===== src/rtl/fetch_pkg.sv =====
// Shared types and constants for the instruction fetch sequencer.
package fetch_pkg;

  typedef enum logic [1:0] {
    StIdle,
    StRun,
    StHalt,
    StFault
  } fetch_state_e;

  // Sentinel instruction that ends execution.
  localparam logic [31:0] HALT_WORD_DEFAULT = 32'hFFFF_FFFF;
  // addi x0, x0, 0
  localparam logic [31:0] NOP_INSTR         = 32'h0000_0013;
  localparam logic [31:0] RESET_PC_DEFAULT  = 32'h0000_0000;

endpackage


===== src/rtl/fetch_pc_gen.sv =====
// Next-PC selection and fetch address legality check.
module fetch_pc_gen
  import fetch_pkg::*;
#(
  parameter int unsigned DEPTH = 32
) (
  input  logic [31:0] pc,
  input  logic        redirect,
  input  logic [31:0] redirect_pc,
  output logic [31:0] next_pc,
  output logic        fault_req
);

  logic [31:0] check_addr;

  // Redirect target replaces the sequential pc+4; the address being committed is range-checked.
  always_comb begin
    next_pc    = redirect ? redirect_pc : (pc + 32'd4);
    check_addr = redirect ? redirect_pc : pc;
    // A sequential pc is always aligned, so the alignment test only matters for redirects.
    fault_req  = (check_addr[1:0] != 2'b00) || ((check_addr >> 2) >= DEPTH);
  end

endmodule


===== src/rtl/fetch_sequencer.sv =====
// Fetch controller: owns the PC, addresses instruction memory and registers the instruction.
module fetch_sequencer
  import fetch_pkg::*;
#(
  parameter int unsigned DEPTH     = 32,
  parameter logic [31:0] RESET_PC  = RESET_PC_DEFAULT,
  parameter logic [31:0] HALT_WORD = HALT_WORD_DEFAULT
) (
  input  logic        clk,
  input  logic        rst_n,
  input  logic        start,
  input  logic        stall,
  input  logic        redirect,
  input  logic [31:0] redirect_pc,
  output logic [31:0] imem_addr,
  input  logic [31:0] imem_instr,
  output logic [31:0] instr,
  output logic [31:0] instr_pc,
  output logic        instr_valid,
  output logic        halted,
  output logic        fault,
  output logic [31:0] instr_count
);

  fetch_state_e state_q;
  logic [31:0]  pc_q;
  logic [31:0]  instr_q;
  logic [31:0]  instr_pc_q;
  logic         instr_valid_q;
  logic         halted_q;
  logic         fault_q;
  logic [31:0]  count_q;

  logic [31:0]  next_pc;
  logic         fault_req;

  fetch_pc_gen #(
    .DEPTH (DEPTH)
  ) u_pc_gen (
    .pc          (pc_q),
    .redirect    (redirect),
    .redirect_pc (redirect_pc),
    .next_pc     (next_pc),
    .fault_req   (fault_req)
  );

  // Word index presented to memory straight from the pc register.
  always_comb begin
    imem_addr = pc_q >> 2;
  end

  // Fetch FSM with all outputs registered; redirect > stall > run-off > halt > fetch.
  always_ff @(posedge clk or negedge rst_n) begin
    if (!rst_n) begin
      state_q       <= StIdle;
      pc_q          <= RESET_PC;
      instr_q       <= NOP_INSTR;
      instr_pc_q    <= 32'h0;
      instr_valid_q <= 1'b0;
      halted_q      <= 1'b0;
      fault_q       <= 1'b0;
      count_q       <= 32'h0;
    end else begin
      unique case (state_q)
        StIdle: begin
          if (start) begin
            state_q <= StRun;
          end
        end
        StRun: begin
          if (redirect) begin
            // Offending target is kept in pc on a fault so it stays observable.
            pc_q          <= next_pc;
            instr_valid_q <= 1'b0;
            if (fault_req) begin
              state_q  <= StFault;
              halted_q <= 1'b1;
              fault_q  <= 1'b1;
            end
          end else if (stall) begin
            // Downstream not ready: everything holds.
          end else if (fault_req) begin
            state_q       <= StFault;
            halted_q      <= 1'b1;
            fault_q       <= 1'b1;
            instr_valid_q <= 1'b0;
          end else if (imem_instr == HALT_WORD) begin
            // Sentinel is neither delivered nor counted; pc stays on it.
            state_q       <= StHalt;
            halted_q      <= 1'b1;
            instr_valid_q <= 1'b0;
          end else begin
            instr_q       <= imem_instr;
            instr_pc_q    <= pc_q;
            instr_valid_q <= 1'b1;
            pc_q          <= next_pc;
            if (count_q != 32'hFFFF_FFFF) begin
              count_q <= count_q + 32'd1;
            end
          end
        end
        StHalt, StFault: begin
          // Terminal until reset.
        end
        default: begin
          state_q <= StIdle;
        end
      endcase
    end
  end

  assign instr       = instr_q;
  assign instr_pc    = instr_pc_q;
  assign instr_valid = instr_valid_q;
  assign halted      = halted_q;
  assign fault       = fault_q;
  assign instr_count = count_q;

endmodule


===== config.mk =====
export PLATFORM = sky130hd
export DESIGN_NAME = fetch_sequencer
export DESIGN_NICKNAME = d
export VERILOG_FILES = /design/src/rtl/fetch_pkg.sv /design/src/rtl/fetch_pc_gen.sv /design/src/rtl/fetch_sequencer.sv
export SDC_FILE = /design/constraint.sdc
export NUM_CORES = 1
export LEC_CHECK = 0
export ABC_AREA = 1
export CORE_MARGIN = 2
export CORE_UTILIZATION = 54
export CTS_CLUSTER_SIZE = 20
export DETAILED_ROUTE_END_ITERATION = 8
export GPL_ROUTABILITY_DRIVEN = 0
export MAX_ROUTING_LAYER = met4
export PLACE_DENSITY = 0.86
export SYNTH_ARGS = -nofsm -noshare
export SYNTH_HDL_FRONTEND = slang
export SYNTH_HIERARCHICAL = 1
export SYNTH_SLANG_ARGS = --single-unit

===== constraint.sdc =====
create_clock -name clk -period 6.3 [get_ports clk]
set_clock_uncertainty 0.15 [all_clocks]
set_input_delay 0.945 -clock clk [delete_from_list [all_inputs] [get_ports clk]]
set_output_delay 0.945 -clock clk [all_outputs]
set_load 0.02 [all_outputs]

**Yosys cells after proc, flatten, opt, wreduce, memory -nomap -nowiden**

Index checks and enable logic that the tools add are counted.
Widths: inputs -> output; s select.

- Output and inout bits: 131
- Register bits after elaboration: 133
- Latch bits: 0
- Word-level logic and storage cells: 62
- ROM bits: 0
- RAM bits: 0
- Memories kept: 0

- $mul: 0
- Shift-type cells: 0
- Eq/ne operators: 11
- Reduce and logical (&&, ||, !) cells: 11
- Muxes and demuxes: 25
- Divide/modulo/power cells: 0
- Add/sub/neg operators: 2
- $lt $le $gt $ge: 1
- Bitwise gates (word level): 4

Operators with widths:

| cell | count |
|---|---|
| $mux 32 | 6 |
| $add 32x1->32 const B | 1 |
| $add 32x3->32 const B | 1 |
| $eq 32x32->1 const B | 1 |
| $ne 32x32->1 const B | 1 |
| $ge 30x6->1 const B | 1 |
| $mux 1 | 12 |
| $mux 2 | 6 |
| $reduce_and 5->1 | 2 |
| $ne 3x3->1 const B | 3 |
| $reduce_and 4->1 | 2 |
| $ne 2x2->1 const B | 3 |
| $reduce_and 6->1 | 1 |
| $reduce_bool 2->1 | 3 |
| $ne 2x1->1 const B | 2 |
| $not 1->1 | 4 |
| $pmux 2 s2 | 1 |
| $eq 2x1->1 const B | 1 |
| $logic_not 2->1 | 1 |
| $reduce_and 2->1 | 1 |
| $logic_or 1x1->1 | 1 |

**Longest topological paths before layout**

Gate-level depths: netlist (run 1).

- Depth after elaboration: 7
- Gate-level depth with buffers: 17
- Depth with buffers taken out: 15

**By module**

Netlist (run 1), hierarchy kept.

Modules (own cells, without submodules):

| module | cells an instance | instances | area each (um^2) |
|---|---|---|---|
| fetch_sequencer | 861 | 1 | 6673.9 |
| fetch_pc_gen | 316 | 1 | 1461.4 |

**Worst setup path after synthesis (run 1)**

OpenSTA, ideal clock, no wires.

- Path kind: input port to flip-flop
- Start point: input redirect
- End point: register instr_q[10] (netlist: instr[10])
- Required time: 6.033 ns
- Cell stages on the path: 16
- Path slack: 3.393 ns
- Arrival time: 2.640 ns
- Path through: buf_2 > or2_1 > o21ai_0 > nand2_1 > nor2_1 > nand2_1 > nor2_1 > nand2_1 > inv_1 > nand2_1 > nor3_4 > nand2_1 > buf_4 > buf_6 > nand2_1 > nand2_1

- Longest elaborated chain between the ends: 5
- Elaborated cells on any way between the ends: 7
- Classes of those cells: order compare (1); mux (1); bitwise (2); reduce/logical (3)

Ends and longest elaborated chain:

| element | line | text |
|---|---|---|
| start: declaration | fetch_sequencer.sv:13 | `input logic redirect,` |
| $mux 32 (*) | fetch_pc_gen.sv:19 | `check_addr = redirect ? redirect_pc : pc;` |
| $ge 30x6->1 / $reduce_bool 2->1 (equally long branches) | fetch_pc_gen.sv:21 | `fault_req = (check_addr[1:0] != 2'b00) \|\| ((check_addr >> 2) >= DEPTH);` |
| $logic_or 1x1->1 (*) | fetch_pc_gen.sv:21 |  |
| net fault_req | fetch_sequencer.sv:35 | `logic fault_req;` |
| $not 1->1 (no line) (*) | n/a |  |
| $reduce_and 5->1 (no line) (*) | n/a |  |
| end signal: assignment | fetch_sequencer.sv:93 | `instr_q <= imem_instr;` |
| end: declaration | fetch_sequencer.sv:27 | `logic [31:0] instr_q;` |

The timed path passes the listed nets; every way through them passes the cells marked *.
A chain may end at the register's enable or synchronous reset.

**Final worst setup path (run 1)**

- Start point: input redirect
- End point: register count_q[19] (netlist: instr_count[19])

- Longest elaborated chain between the ends: 5
- Elaborated cells on any way between the ends: 7
- Classes of those cells: order compare (1); mux (1); bitwise (2); reduce/logical (3)

Ends and longest elaborated chain:

| element | line | text |
|---|---|---|
| $mux 32 (*) | fetch_pc_gen.sv:19 |  |
| $ge 30x6->1 / $reduce_bool 2->1 (equally long branches) | fetch_pc_gen.sv:21 |  |
| $logic_or 1x1->1 (*) | fetch_pc_gen.sv:21 |  |
| net fault_req | fetch_sequencer.sv:35 |  |
| $not 1->1 (no line) (*) | n/a |  |
| $reduce_and 6->1 (no line) (*) | n/a |  |
| end signal: assignment | fetch_sequencer.sv:98 | `count_q <= count_q + 32'd1;` |
| end: declaration | fetch_sequencer.sv:32 | `logic [31:0] count_q;` |

Marked as above.

==> flow_metrics.py, run 1 <==
metrics = {
    "global_routing": {
        "use_met1_pct": 39.06,
        "grt_pass1_wl_um": 37410,
        "grt-ovfl-total": 0,
        "grt_max_degree": 78,
        "use_met3_pct": 5.694,
        "gr-usage-all-layers_pct": 29.75,
        "grt_pass1_vias": 7662,
        "antenna_found_initial": 1,
        "gr-max-usage-layer": "met2",
        "met2_usage_pct": 46.36,
    },
    "cells_and_area": {
        "area_growth_pct": 27.68,
        "final_nets": 1393,
        "fin_cells": 1520,
        "n_fill_cell": 1162,
        "drive_above_1_share_pct": 4.794,
    },
    "floorplan": {
        "io_pins": 200,
        "die-height_um": 126.7,
        "rows": 44,
        "coreArea_um2": 14640,
        "start_util_pct": 55.55,
        "fp.dieArea_um2": 16060,
        "chipWidth_um": 126.7,
    },
    "critical_path": {
        "worstPathMaxFanout": 33,
        "cp.required_ps": 6500,
        "worst_setup_path_start_kind": "primary input",
        "crit_path_end_kind": "flip-flop",
        "r2r_start": "pc_q[24]",
        "cp_data_arrival_time_ps": 5110,
        "path_class": "primary input to flip-flop",
        "startpoint": "redirect",
    },
    "route": {
        "wl_per_cell_um": 15.08,
        "wl_um": 22920,
        "drtAntennaViolNets": 0,
        "drt_iter0_drc": 738,
        "dr_total_vias": 8292,
        "first_pass_iters": 5,
        "drc_errors": 0,
        "post_drt_via_cell_ratio": 5.455,
    },
    "synthesis": {
        "synthCells": 1177,
        "synth-seq-area-share_pct": 40.96,
        "ys_async_sr_fraction_pct": 100.0,
        "yosys.cell_count.top_type": "nand2_1",
        "syn_area_um2": 8135,
        "synth_warnings": 6,
        "yosysTopAreaCell": "dfrtp_1",
        "synth_area_leaders": "dfrtp_1 40%, nand2_1 25%, nand3_1 6.0%",
        "synth_commonest_cells": "544 x nand2_1, 130 x dfrtp_1, 105 x nor2_1",
        "synth_ff_type": "dfrtp_1",
        "synth_top_area_share_pct": 39.99,
        "yosysUniqueCellTypes": 36,
        "ys_ff_latch": 133,
        "avgSynthCellArea_um2": 6.912,
        "synth_edf_count": 0,
    },
    "clocking": {
        "cts.sink_count": 133,
        "cts.reportedPaths.clkPinSlew_ps": 50,
        "hold_buffers": 0,
        "insertion_delay_ps": 420,
        "cts_buffers": 17,
        "htree_levels": 4,
        "root_buffer": "clkbuf_16",
        "postCtsResizedCells": 0,
        "postCtsSetupRepairBufs": 0,
        "clockBufferDepth": 2,
        "cts_tree": "yes",
    },
    "power": {
        "peakVddDrop_v": 0.0001966,
        "clkPwrFrac_pct": 47.5,
        "swShare_pct": 22.13,
        "switchingPower_uw": 405.0,
        "seq_power_share_pct": 46.7,
        "power_density_nw_per_um2": 176.2,
        "power.leakage_nw": 5.074,
        "power_frac_comb_pct": 5.8,
        "p_int_mw": 1.425,
        "total_power_mw": 1.830,
    },
    "timing": {
        "fin_setup_tns_ps": 0,
        "final_max_slew_viol_count": 0,
        "hold_viol_final": 0,
        "slew_headroom_pct": 39.55,
        "fin_crit_sh_pct": 77.87,
        "holdWs_ps": 317.8,
        "rsz0062_at_grt": "false",
        "setup_viol": 0,
        "period_needed_ps": 4906,
        "finalWorstSetupSlack_ps": 1394,
        "tightestPinTransition_ps": 905.7,
        "timing.fmax_mhz": 203.8,
    },
    "worst_hold_path": {
        "worstHoldPathType": "flip-flop to flip-flop",
        "min-delay-start": "instr[25]",
    },
    "place": {
        "dpl.hpwl_um": 15990,
        "io_buffers": 197,
        "pre_cts_ws_ps": 965.2,
        "dp_cells": 1487,
    },
    "flow_run": {
        "drv_cap": 0,
    },
    "status": {
        "status": "completed",
    },
}
cells by family (layout without fill, tap and decap cells):
kind of cell / count (synthesis) / after routing / synth area share (%)
buffers and inverters: 140 / 297 / 9.382
AND/OR/NAND/NOR: 847 / 847 / 45.00
flip-flops: 133 / 133 / 40.96
AO/OA/AOI/OAI: 37 / 37 / 2.476
XOR/XNOR: 17 / 17 / 1.830
other: 1 / 3 / 0.04610
adder cells (fa/ha/maj): 2 / 2 / 0.3075
cell usage in the layout, fill, tap and decap left out, drive strengths merged:
cell / count
a21o: 1
a21oi: 8
and2: 1
buf: 10
clkbuf: 27
clkdlybuf4s50: 196
clkinv: 6
conb: 2
dfrtp: 130
dfstp: 3
diode: 1
ha: 2
inv: 58
nand2: 550
nand3: 102
nand3b: 16
nand4: 52
nor2: 117
nor3: 5
o2111ai: 1
o21a: 3
o21ai: 23
o21bai: 1
or2: 4
xnor2: 2
xor2: 15
worst max-delay path, cell delays in order:
cell,delay (ps)
clkdlybuf4s50_1,430
inv_1,670
nand2_1,90
o21ai_0,140
nand2_1,90
nor2_1,110
nand2_1,60
nor2_1,90
nand2_1,70
inv_1,120
nand2_1,110
nor3_4,510
nand2_2,550
nor2_2,870
nand2_1,140
nand2_1,100
worst paths after layout:
kind                                   endpoint  slack (ps)  cells past startpoint
worst min register to register        instr[25]         320                      2
worst max-delay path            instr_count[19]        1390                     16
worst min-delay path                  instr[25]         320                      2
worst max register to register  instr_count[19]        2410                     14
max in group asynchronous           instr_pc[5]        4350                      2
min in group asynchronous              instr[2]         360                      1
routing by layer:
metal	wire [µm]	vias up
li1	-	3999
met1	9696	3875
met2	10900	373
met3	1795	45
met4	531	0
met5	0	-
flip-flops by register name, summed over array words and instances (netlist names):
register / cells
instr_count: 32
fault: 1
instr_valid: 1
halted: 1
instr_pc: 32
state_q: 2
pc_q: 32
instr: 32
metrics by stage:
step,cell area (µm²),util (%)
finish,10390,70.93
global route,10390,70.93
CTS,10390,70.92
detailed placement,9873,67.42
global placement,9873,67.42
floorplan,8139,-
power groups by stage:
| stage | sequential [mW] | combinational, mW | clock [mW] |
|---|---|---|---|
| after global placement | 0.870 | 0.104 | 0 |
| final | 0.855 | 0.105 | 0.870 |
| after detailed placement | 0.870 | 0.105 | 0 |
| after CTS | 0.855 | 0.106 | 0.879 |
| after floorplan | 0.870 | 0.0340 | 0 |
| after global routing | 0.854 | 0.116 | 0.925 |
layout make-up:
class	count	area [µm²]	area share [%]
flip-flops and latches	133	3332	32.08
clock buffers	27	483.0	4.649
repair buffers	206	2041	19.65
multi-input cells	905	4049	38.98
clock inverters	5	28.78	0.2770
well taps	184	230.2	2.216
diodes	1	2.502	0.02409
inverters	59	221.5	2.132
No activity file was read; power rests on OpenSTA's default activity.
==> run 2: changes to the inputs <==
--- a/config.mk
+++ b/config.mk
@@ -7,12 +7,12 @@
 export LEC_CHECK = 0
 export ABC_AREA = 1
 export CORE_MARGIN = 2
-export CORE_UTILIZATION = 54
+export CORE_UTILIZATION = 50
 export CTS_CLUSTER_SIZE = 20
 export DETAILED_ROUTE_END_ITERATION = 8
 export GPL_ROUTABILITY_DRIVEN = 0
 export MAX_ROUTING_LAYER = met4
-export PLACE_DENSITY = 0.86
+export PLACE_DENSITY = 0.81
 export SYNTH_ARGS = -nofsm -noshare
 export SYNTH_HDL_FRONTEND = slang
 export SYNTH_HIERARCHICAL = 1
==> constraint.sdc (replaced) <==
create_clock -name clk -period 4.84 [get_ports clk]
set_clock_uncertainty 0.15 [all_clocks]
set_input_delay 0.726 -clock clk [delete_from_list [all_inputs] [get_ports clk]]
set_output_delay 0.726 -clock clk [all_outputs]
set_load 0.02 [all_outputs]
==> flow_metrics.py, run 2 (synthesized netlist as in run 1, its figures left out) <==
metrics = {
    "timing": {
        "slew_headroom_pct": 37.69,
        "tightestPinTransition_ps": 934.6,
        "period_needed_ps": 3713,
        "finalWorstSetupSlack_ps": 1127,
        "rsz0062_at_grt": "false",
        "setup_viol": 0,
        "final_max_slew_viol_count": 0,
        "hold_viol_final": 0,
        "fin_setup_tns_ps": 0,
        "timing.fmax_mhz": 269.3,
        "fin_crit_sh_pct": 76.72,
    },
    "clocking": {
        "root_buffer": "clkbuf_16",
        "clockBufferDepth": 2,
        "hold_buffers": 0,
        "cts_tree": "yes",
        "cts.sink_count": 133,
        "postCtsSetupRepairBufs": 0,
        "htree_levels": 4,
        "cts.reportedPaths.clkPinSlew_ps": 60,
        "postCtsResizedCells": 0,
        "insertion_delay_ps": 420,
        "cts_buffers": 17,
    },
    "critical_path": {
        "r2r_start": "pc_q[24]",
        "path_class": "primary input to flip-flop",
        "worstPathMaxFanout": 48,
        "worst_setup_path_start_kind": "primary input",
        "slowest_stage": "buf_4",
        "startpoint": "redirect",
        "crit_path_end_kind": "flip-flop",
        "cp_data_arrival_time_ps": 3910,
        "slowest_delay_ps": 500,
        "crit_top_cell": "nand2_1",
        "cp.required_ps": 5040,
        "path_cells": "clkdlybuf4s50_1 -> inv_1 -> buf_4 -> nand2_1 -> o21ai_0 -> nand2_1 -> nor2_1 -> nand2_1 -> nor2_1 -> nand2_1 -> inv_1 -> nand2_1 -> nor3_4 -> buf_4 -> buf_4 -> nand3_1 -> nand2_1",
    },
    "floorplan": {
        "start_util_pct": 51.21,
        "coreArea_um2": 15890,
        "chipWidth_um": 131.6,
        "fp.dieArea_um2": 17310,
        "rows": 46,
        "die-height_um": 131.6,
        "io_pins": 200,
    },
    "route": {
        "wl_per_cell_um": 14.95,
        "routed.top_layer": "met4",
        "wl_met1_um": 10290,
        "post_drt_via_cell_ratio": 5.266,
        "dr_total_vias": 8184,
        "drt_iter0_drc": 738,
        "met2_wirelength_um": 10790,
        "drc_errors": 0,
        "wl_um": 23230,
        "first_pass_iters": 5,
        "met3_length_um": 1500,
        "drtAntennaViolNets": 0,
    },
    "worst_hold_path": {
        "worstHoldPathType": "primary input to asynchronous set/reset pin",
    },
    "place": {
        "pre_cts_ws_ps": 763.8,
        "dpl.hpwl_um": 16300,
        "dpl_cell_area_um2": 9936,
        "io_buffers": 197,
    },
    "cells_and_area": {
        "area_growth_pct": 29.34,
        "drive_above_1_share_pct": 5.232,
        "final_nets": 1396,
        "stdcell_area_um2": 10520,
        "n_antenna_cell": 0,
        "final_common_cell": "nand2_1",
        "mostFrequentLayoutCells": "542 x nand2_1, 196 x clkdlybuf4s50_1, 130 x dfrtp_1",
    },
    "flow_run": {
        "drv_cap": 0,
    },
    "global_routing": {
        "grt-ovfl-total": 0,
        "grt_pass1_wl_um": 38350,
        "grt_max_degree": 105,
        "grt_pass1_vias": 7667,
        "antenna_found_initial": 0,
        "gr-usage-all-layers_pct": 27.88,
    },
    "power": {
        "clkPwrFrac_pct": 50.9,
        "power_frac_comb_pct": 5.4,
        "swShare_pct": 21.55,
        "p_int_mw": 2.000,
        "peakVddDrop_v": 0.0002499,
        "switchingPower_uw": 549.4,
        "power_density_nw_per_um2": 242.3,
        "seq_power_share_pct": 43.6,
        "power.leakage_nw": 5.118,
    },
    "status": {
        "status": "completed",
    },
}
[run 2: critical path: cells and delay by family]
kind | cells | cell delay [ps]
AO/OA/AOI/OAI | 1 | 100
buffers and inverters | 6 | 1990
AND/OR/NAND/NOR | 10 | 1010
[run 2: final timing paths]
check / endpoint / slack, ps / depth (start not counted)
max in group asynchronous: pc_q[15] / 3350 / 2
setup reg to reg: instr[28] / 1830 / 14
hold / removal: instr[5] / 240 / 1
min in group clk: instr[1] / 310 / 2
setup / recovery: instr[28] / 1130 / 17
hold reg to reg: instr[1] / 310 / 2
[run 2: power groups by stage]
stage,Clock [mW],Combinational (mW),Sequential (mW)
floorplan,0,0.0443,1.13
global route,1.36,0.153,1.11
detailed placement,0,0.137,1.13
finish,1.30,0.138,1.11
CTS,1.31,0.138,1.11
global placement,0,0.137,1.13
[run 2: layer usage]
layer / track usage (%) / vias up
met4: 10.75 / 0
met1: 36.36 / 3811
met2: 43.08 / 333
met5: - / -
li1: - / 3997
met3: 5.517 / 43
[run 2: through the flow]
step           utilization [%]  instances  total power [mW]  hold WS (ps)
3_3_place_gp             62.55       1522             1.270         302.5
6_report                 66.24       1554             2.549         243.3
5_1_grt                  66.24       1554             2.628         332.3
4_1_cts                  66.24       1554             2.562         312.7
3_5_place_dp             62.55       1522             1.270         303.9
2_1_floorplan                -       1178             1.177         280.4
[run 2: area by class of cell]
cell class | instances | area [µm²]
Fill cell | 1388 | 5363
Multi-Input combinational cell | 905 | 4049
Sequential cell | 133 | 3332
Timing Repair Buffer | 209 | 2063
Clock buffer | 23 | 457.9
Tap cell | 216 | 270.3
Inverter | 59 | 221.5
Clock inverter | 9 | 128.9
==> run 3: changes to the inputs <==
--- a/config.mk
+++ b/config.mk
@@ -7,12 +7,12 @@
 export LEC_CHECK = 0
 export ABC_AREA = 1
 export CORE_MARGIN = 2
-export CORE_UTILIZATION = 50
+export CORE_UTILIZATION = 46
 export CTS_CLUSTER_SIZE = 20
 export DETAILED_ROUTE_END_ITERATION = 8
 export GPL_ROUTABILITY_DRIVEN = 0
 export MAX_ROUTING_LAYER = met4
-export PLACE_DENSITY = 0.81
+export PLACE_DENSITY = 0.78
 export SYNTH_ARGS = -nofsm -noshare
 export SYNTH_HDL_FRONTEND = slang
 export SYNTH_HIERARCHICAL = 1
==> constraint.sdc (replaced) <==
create_clock -name clk -period 3.1 [get_ports clk]
set_clock_uncertainty 0.15 [all_clocks]
set_input_delay 0.465 -clock clk [delete_from_list [all_inputs] [get_ports clk]]
set_output_delay 0.465 -clock clk [all_outputs]
set_load 0.02 [all_outputs]
==> flow_metrics.py, run 3 (synthesized netlist as in run 1, its figures left out) <==
metrics = {
    "global_routing": {
        "grt_pass1_wl_um": 38540,
        "grt-ovfl-total": 0,
        "grt_pass1_vias": 7948,
        "grt_max_degree": 68,
        "antenna_found_initial": 0,
        "gr-usage-all-layers_pct": 26.45,
    },
    "route": {
        "post_drt_via_cell_ratio": 5.292,
        "wl_per_cell_um": 14.84,
        "first_pass_iters": 6,
        "wl_um": 23640,
        "dr_total_vias": 8430,
        "drtAntennaViolNets": 0,
        "drt_iter0_drc": 766,
        "drc_errors": 0,
    },
    "critical_path": {
        "slowest_stage": "clkdlybuf4s50_1",
        "reg2regPathDepth": 15,
        "path_class": "primary input to flip-flop",
        "worstPathMaxFanout": 22,
        "crit_path_end_kind": "flip-flop",
        "slowest_delay_ps": 530,
        "cp_data_arrival_time_ps": 2990,
        "cp.required_ps": 3310,
        "r2r_slack_ps": 590,
        "worst_setup_path_start_kind": "primary input",
        "path_cells": "clkdlybuf4s50_1 -> inv_1 -> buf_4 -> o21ai_0 -> nand2_1 -> nor2_1 -> nand2_1 -> nor2_1 -> nand2_1 -> inv_1 -> nand2_1 -> nor3_4 -> nand2_2 -> nor2_2 -> buf_12 -> nand2_1 -> nand2_1",
        "crit_top_cell": "nand2_1",
    },
    "floorplan": {
        "start_util_pct": 47.03,
        "fp.dieArea_um2": 18760,
        "rows": 48,
        "die-height_um": 137.0,
        "chipWidth_um": 137.0,
        "coreArea_um2": 17300,
        "io_pins": 200,
    },
    "cells_and_area": {
        "final_nets": 1427,
        "mostFrequentLayoutCells": "542 x nand2_1, 196 x clkdlybuf4s50_1, 130 x dfrtp_1",
        "area_growth_pct": 34.05,
        "final_common_cell": "nand2_1",
        "n_antenna_cell": 0,
        "drive_above_1_share_pct": 7.456,
    },
    "worst_hold_path": {
        "worstHoldPathType": "flip-flop to flip-flop",
        "holdPathStages": 2,
    },
    "power": {
        "clkPwrFrac_pct": 53.1,
        "power.leakage_nw": 5.332,
        "p_int_mw": 3.340,
        "seq_power_share_pct": 41.3,
        "power_density_nw_per_um2": 385.9,
        "swShare_pct": 20.65,
        "switchingPower_uw": 869.0,
        "peakVddDrop_v": 0.0003993,
        "power_frac_comb_pct": 5.7,
    },
    "timing": {
        "hold_viol_final": 0,
        "slew_headroom_pct": 56.28,
        "rsz0062_at_grt": "false",
        "period_needed_ps": 2784,
        "holdWs_ps": 308.2,
        "finalWorstSetupSlack_ps": 316.5,
        "timing.fmax_mhz": 359.3,
        "fin_crit_sh_pct": 89.79,
        "setup_viol": 0,
        "tightestPinTransition_ps": 655.8,
        "final_max_slew_viol_count": 0,
    },
    "clocking": {
        "cts.sink_count": 133,
        "clockBufferDepth": 2,
        "htree_levels": 4,
        "postCtsSetupRepairBufs": 0,
        "cts_buffers": 17,
        "insertion_delay_ps": 420,
        "postCtsResizedCells": 0,
        "cts_tree": "yes",
        "root_buffer": "clkbuf_16",
        "cts.reportedPaths.clkPinSlew_ps": 60,
    },
    "place": {
        "pre_cts_ws_ps": -57.37,
        "io_buffers": 197,
        "dpl.hpwl_um": 17090,
    },
    "status": {
        "status": "completed",
    },
    "flow_run": {
        "drv_cap": 0,
    },
}
## run 3: cell types whose count changed in the layout (fill, tap and decap cells not counted)
cell,before,now
dlygate4sd3_1,0,1
clkinv_4,0,1
clkbuf_8,1,3
bufinv_16,3,5
buf_12,0,6
buf_4,12,36
clkbuf_1,5,2
clkinvlp_4,2,0
inv_6,1,0
## run 3: final cells by class
class	count	area [µm²]
repair buffers	240	2374
clock buffers	22	474.2
clock inverters	9	173.9
fillers	1561	6391
well taps	225	281.5
flip-flops and latches	133	3332
multi-input cells	905	4049
inverters	59	221.5
## run 3: critical path: cells and delay by family
kind	cells	cell delay [ps]
simple gates	11	1230
compound gates	1	260
buf+inv	5	1040
## run 3: per-layer routing
metal	GRT usage [%]	vias to the layer above	routed length [µm]
met4	9.107	0	569
met5	-	-	0
li1	-	4062	-
met1	34.07	3940	10160
met3	5.333	53	1865
met2	41.65	375	11040
## run 3: timing repair
action,in CTS,in global routing
setup endpoints to repair,0,0
hold buffers,1,0
endpoints found under the hold margin,61,0
## run 3: final timing paths
kind / endpoint / from
setup / recovery: instr_count[20] / redirect
hold / removal: instr[4] / instr[4]
setup reg to reg: instr_count[20] / pc_q[26]
hold reg to reg: instr[4] / instr[4]
max in group asynchronous: pc_q[27] / rst_n
min in group asynchronous: instr[2] / rst_n
## run 3: power groups by stage
stage | registers, mW | logic [mW] | clock network [mW]
2_1_floorplan | 1.77 | 0.0692 | 0
3_3_place_gp | 1.77 | 0.234 | 0
3_5_place_dp | 1.77 | 0.236 | 0
4_1_cts | 1.74 | 0.238 | 2.27
5_1_grt | 1.74 | 0.261 | 2.34
6_report | 1.74 | 0.238 | 2.23
## run 3: stage by stage
stage / instances / utilization, % / power (mW) / setup TNS, ps / instance area, µm²
floorplan: 1178 / - / 1.837 / 0 / 8139
global placement: 1561 / 59.24 / 2.001 / -72.10 / 10250
detailed placement: 1561 / 59.24 / 2.004 / -1949 / 10250
CTS: 1593 / 63.05 / 4.242 / 0 / 10910
global route: 1593 / 63.05 / 4.341 / 0 / 10910
finish: 1593 / 63.05 / 4.209 / 0 / 10910
